File: src/rtl/tcb_lite_lib_arbiter_pkg.sv
// Shared constants and helpers for the two-manager TCB-lite arbiter.
package tcb_lite_lib_arbiter_pkg;

    // Deepest subordinate read delay the response pipeline supports.
    localparam int unsigned ARB_DLY_MAX = 4;

    // Index of the port owning the bus: the granted port, or `pri` when idle.
    function automatic logic arb_sel(input logic [1:0] gnt, input logic pri);
        if (gnt[1]) begin
            return 1'b1;
        end else if (gnt[0]) begin
            return 1'b0;
        end
        return pri;
    endfunction

    // The port that gets top priority after `port` has won a transfer.
    function automatic logic arb_other(input logic port);
        return ~port;
    endfunction

endpackage

File: src/rtl/tcb_lite_lib_arbiter_rr2.sv
// Two-input round-robin grant with its priority register.
module tcb_lite_lib_arbiter_rr2
    import tcb_lite_lib_arbiter_pkg::*;
#(
    parameter logic RST_PRI = 1'b0
)(
    input  logic       clk,
    input  logic       rst,    // active-low, asynchronous
    input  logic [1:0] req,
    input  logic       xfer,
    output logic [1:0] gnt,
    output logic       pri
);

    logic pri_q;
    logic pri_d;

    // A lone requester always wins; a tie goes to the port named by pri.
    always_comb begin
        gnt    = 2'b00;
        gnt[0] = req[0] & (~req[1] | ~pri_q);
        gnt[1] = req[1] & (~req[0] |  pri_q);
    end

    // The winner of a completed transfer drops to lowest priority; stalls hold.
    always_comb begin
        pri_d = pri_q;
        if (xfer) begin
            pri_d = arb_other(arb_sel(gnt, pri_q));
        end
    end

    // Priority register.
    always_ff @(posedge clk or negedge rst) begin
        if (!rst) begin
            pri_q <= RST_PRI;
        end else begin
            pri_q <= pri_d;
        end
    end

    assign pri = pri_q;

endmodule

File: src/rtl/tcb_lite_lib_arbiter.sv
// Two-manager to one-subordinate TCB-lite arbiter with delayed response routing.
module tcb_lite_lib_arbiter
    import tcb_lite_lib_arbiter_pkg::*;
#(
    parameter int unsigned ADR     = 32,
    parameter int unsigned DAT     = 32,
    parameter int unsigned DLY     = 1,
    parameter logic        RST_PRI = 1'b0
)(
    input  logic             clk,
    input  logic             rst,    // active-low, asynchronous
    // manager 0 (instruction fetch)
    input  logic             s0_vld,
    output logic             s0_rdy,
    input  logic             s0_wen,
    input  logic [ADR-1:0]   s0_adr,
    input  logic [DAT/8-1:0] s0_ben,
    input  logic [DAT-1:0]   s0_wdt,
    output logic [DAT-1:0]   s0_rdt,
    output logic             s0_err,
    // manager 1 (load/store)
    input  logic             s1_vld,
    output logic             s1_rdy,
    input  logic             s1_wen,
    input  logic [ADR-1:0]   s1_adr,
    input  logic [DAT/8-1:0] s1_ben,
    input  logic [DAT-1:0]   s1_wdt,
    output logic [DAT-1:0]   s1_rdt,
    output logic             s1_err,
    // subordinate
    output logic             m_vld,
    input  logic             m_rdy,
    output logic             m_wen,
    output logic [ADR-1:0]   m_adr,
    output logic [DAT/8-1:0] m_ben,
    output logic [DAT-1:0]   m_wdt,
    input  logic [DAT-1:0]   m_rdt,
    input  logic             m_err
);

    if (DLY > ARB_DLY_MAX) begin : g_dly_check
        $error("tcb_lite_lib_arbiter: DLY=%0d outside 0..%0d", DLY, ARB_DLY_MAX);
    end

    logic [1:0] req;
    logic [1:0] gnt;
    logic       pri;
    logic       sel;
    logic       xfer;
    logic       rsp_vld;
    logic       rsp_own;

    // Requests are masked during reset so nothing reaches the subordinate.
    assign req  = {s1_vld, s0_vld} & {2{rst}};
    assign sel  = arb_sel(gnt, pri);
    assign xfer = m_vld & m_rdy;

    tcb_lite_lib_arbiter_rr2 #(
        .RST_PRI (RST_PRI)
    ) u_rr2 (
        .clk  (clk),
        .rst  (rst),
        .req  (req),
        .xfer (xfer),
        .gnt  (gnt),
        .pri  (pri)
    );

    // Request path: zero-latency mux of the owning port onto the subordinate.
    always_comb begin
        m_vld  = |req;
        m_wen  = sel ? s1_wen : s0_wen;
        m_adr  = sel ? s1_adr : s0_adr;
        m_ben  = sel ? s1_ben : s0_ben;
        m_wdt  = sel ? s1_wdt : s0_wdt;
        s0_rdy = gnt[0] & m_rdy;
        s1_rdy = gnt[1] & m_rdy;
    end

    if (DLY == 0) begin : g_rsp_comb
        // Subordinate answers in the same cycle: route by the live grant.
        assign rsp_vld = xfer;
        assign rsp_own = sel;
    end else begin : g_rsp_pipe
        logic [DLY-1:0] vld_q;
        logic [DLY-1:0] own_q;

        // Valid bits track in-flight transfers; reset discards them at once.
        always_ff @(posedge clk or negedge rst) begin
            if (!rst) begin
                vld_q <= '0;
            end else begin
                vld_q[0] <= xfer;
                for (int i = 1; i < DLY; i++) begin
                    vld_q[i] <= vld_q[i-1];
                end
            end
        end

        // Owner bits are only meaningful under a set valid bit, so no reset.
        always_ff @(posedge clk) begin
            own_q[0] <= sel;
            for (int i = 1; i < DLY; i++) begin
                own_q[i] <= own_q[i-1];
            end
        end

        assign rsp_vld = vld_q[DLY-1];
        assign rsp_own = own_q[DLY-1];
    end

    // Read data is broadcast; the error flag goes only to the transfer's owner.
    always_comb begin
        s0_rdt = m_rdt;
        s1_rdt = m_rdt;
        s0_err = m_err & rsp_vld & ~rsp_own;
        s1_err = m_err & rsp_vld &  rsp_own;
    end

endmodule

File: config.mk
export PLATFORM = sky130hd
export DESIGN_NAME = tcb_lite_lib_arbiter
export DESIGN_NICKNAME = d
export VERILOG_FILES = /design/src/rtl/tcb_lite_lib_arbiter_pkg.sv /design/src/rtl/tcb_lite_lib_arbiter_rr2.sv /design/src/rtl/tcb_lite_lib_arbiter.sv
export SDC_FILE = /design/constraint.sdc
export NUM_CORES = 1
export LEC_CHECK = 0
export BUFFER_PORTS_ARGS = -buffer_cell sky130_fd_sc_hd__buf_2
export CAP_MARGIN = 5
export CORE_AREA = 2 2 121 123
export CTS_BUF_LIST = sky130_fd_sc_hd__clkbuf_4 sky130_fd_sc_hd__clkbuf_8 sky130_fd_sc_hd__clkbuf_16
export CTS_CLUSTER_DIAMETER = 40
export DETAILED_ROUTE_END_ITERATION = 8
export DIE_AREA = 0 0 123 125
export HOLD_SLACK_MARGIN = 0.1
export PLACE_DENSITY_LB_ADDON = 0.3
export SYNTH_ARGS = -nofsm -noshare
export SYNTH_HDL_FRONTEND = slang
export SYNTH_SLANG_ARGS = --single-unit
File: constraint.sdc
create_clock -name clk -period 3 [get_ports clk]
set_input_delay 0.15 -clock clk [delete_from_list [all_inputs] [get_ports clk]]
set_output_delay 0.15 -clock clk [all_outputs]
set_load 0.1 [all_outputs]
==> metrics.cfg <==
[critical_path]
crit_arrival_ns = 2.47
end_kind = output port
crit_path_start_kind = flop
path_class = flop to output port
critPathMaxFanout = 63
cp.required_ns = 2.85

[logic_synthesis]
synth-seq-cells = 3
ys_top_cells_by_area = mux2i_1 26%, a32oi_1 19%, buf_4 18%, o22ai_1 16%, a32oi_2 6.7%
syn_area_um2 = 2690
yosysUniqueCellTypes = 20
synth_edf_count = 0
synthArstFlopShare = 0.667
yosysSeqAreaShare = 0.0261
syn_nets = 520
syn_inst = 344
yosys-top-cells-count = 69 x mux2i_1, 69 x o22ai_1, 65 x buf_4, 58 x a32oi_1, 30 x clkbuf_1
avgSynthCellArea_um2 = 7.81
yosys_warnings = 0
yosysTopAreaCellShare = 0.257
synth_ff_type = dfrtp_1
synth.largest_area_cell = mux2i_1

[timing]
rsz0062_at_grt = false
slew_headroom = 0.400
finalSetupViolCount = 0
fin_skew_ns = 0.00000695
tns_ns = 0
fmax_ghz = 0.382
fin_ws_ns = 0.383
period_needed_ns = 2.62
min_period_over_period = 0.872
worst_slew_pin_slew_ns = 0.901
finalHoldViolations = 0
slew_viol_final = 0

[grt]
grt-ovfl-total = 0
grt_pass1_vias = 3191
grt_start_max_net_pins = 76
grt_pass1_wl_mm = 16.8
track_usage = 0.135
antenna_found_initial = 0

[pwr]
p_int_w = 0.00128
cellPowerDensity_nw_per_um2 = 730
combPwrFrac = 0.915
clockPowerShare = 0.067
netSwitchingPower_w = 0.00199
sw_frac_of_total = 0.609
p_seq_frac = 0.018
ir_drop_uv = 321
p_leak_nw = 1.95

[routing]
via_per_inst = 5.16
drt_iter0_drc = 178
vias = 3326
drt_pre_antenna_iters = 4
drc_errors = 0
wl_mm = 11.0
drtAntennaViolNets = 0
post_drt_wl_per_cell_um = 17.0

[place]
hpwl_mm = 7.63
gp_congestion = 0.697
portBuffers = 217
preCtsSetupSlack_ns = 0.566

[finish]
drive_gt1_frac = 0.530
fillers = 1496
antenna_cells = 0
fin_nets = 637
multiInputGateArea_um2 = 1910
area_growth_pct = 66.8
regArea_um2 = 73.8

[min_path]
hold_path_class = primary input to flop

[floorplanning]
initial_core_util = 0.189
io_pins = 314
rows = 44
core_um2 = 14200
die_w_um = 123
die_y_um = 125
die_area_um2 = 15400

[cts]
htree_levels = 1
cts_root_buffer = clkbuf_16
cts_max_path_buffers = 2
clkLatencyLatePin_ns = 0.22
clock_sinks = 3
cts_resized = 0
numCtsBuffers = 3
ctsHoldBuffers = 0
post_cts_buffers = 0
clk_pin_slew_ns = 0.03
cts_tree = done

[status]
status = completed

[flow_run]
maxCapViolCount = 0

## power groups by stage
stage	Sequential [W]	Combinational [W]	Clock (W)
floorplan	0.0000520	0.00238	0
global placement	0.0000598	0.00299	0
detailed placement	0.0000599	0.00301	0
CTS	0.0000593	0.00301	0.000223
global route	0.0000614	0.00309	0.000227
finish	0.0000595	0.00300	0.000219
## kinds of logic after synthesis
family,share of synthesized area
muxes,0.257
DFF,0.0261
buffers and inverters,0.264
and+or+nand+nor,0.0251
AOI/OAI and AO/OA,0.427
## per-layer routing
layer	wire [um]	GRT usage
met1	4380	0.165
met2	5150	0.228
met3	1280	0.0447
met4	148	0.0321
met5	0	0
## critical path, cell delays in order, from the launching register on
cell     delay (ns)
dfrtp_4        0.43
inv_1          0.06
or3_2          0.58
buf_4          0.42
a32oi_1        0.50
buf_12         0.23
## worst paths after layout
kind,startpoint,endpoint,slack (ns),cells past startpoint
min in group asynchronous,rst,u_rr2.pri,0.21,2
max,u_rr2.pri,m_adr[25],0.38,5
max reg2reg,u_rr2.pri,u_rr2.pri,1.73,2
max in group asynchronous,rst,u_rr2.pri,2.14,2
min reg2reg,u_rr2.pri,u_rr2.pri,0.58,2
min,m_rdy,g_rsp_pipe.vld_q,0.17,3
## cells in the final DEF (no fill, tap or decap)
cell	count
buf_2	148
dfrtp_1	1
and3_1	1
dfrtp_4	1
clkbuf_4	1
nand2_1	3
a21oi_1	3
or3_2	2
nand2b_2	2
nand3_1	2
buf_12	69
o21ai_0	3
clkbuf_16	3
inv_1	2
o22ai_1	69
nor2_1	4
dfxtp_1	1
a32oi_2	11
a32oi_1	58
buf_4	7
mux2i_1	69
## metrics by stage
stage	std cells	instance area, um^2	hold slack (ns)	total power (W)	utilization
floorplan	344	2690	-0.146	0.00243	-
global placement	640	4400	0.301	0.00305	0.310
detailed placement	640	4400	0.301	0.00307	0.310
CTS	644	4480	0.161	0.00330	0.316
global route	644	4480	0.187	0.00338	0.316
finish	644	4480	0.169	0.00327	0.316
## layout make-up
| cell class | count | area share |
|---|---|---|
| timing repair buffer | 224 | 0.485 |
| multi-input combinational | 227 | 0.427 |
| tap | 184 | 0.0514 |
| clock buffer | 4 | 0.0184 |
| sequential | 3 | 0.0165 |
| inverter | 2 | 0.00167 |
## flip-flops by register name, indices dropped and copies added (netlist names)
name	cells
g_rsp_pipe.vld_q	1
u_rr2.pri	1
g_rsp_pipe.own_q	1
(Power assumes the default switching activity.)
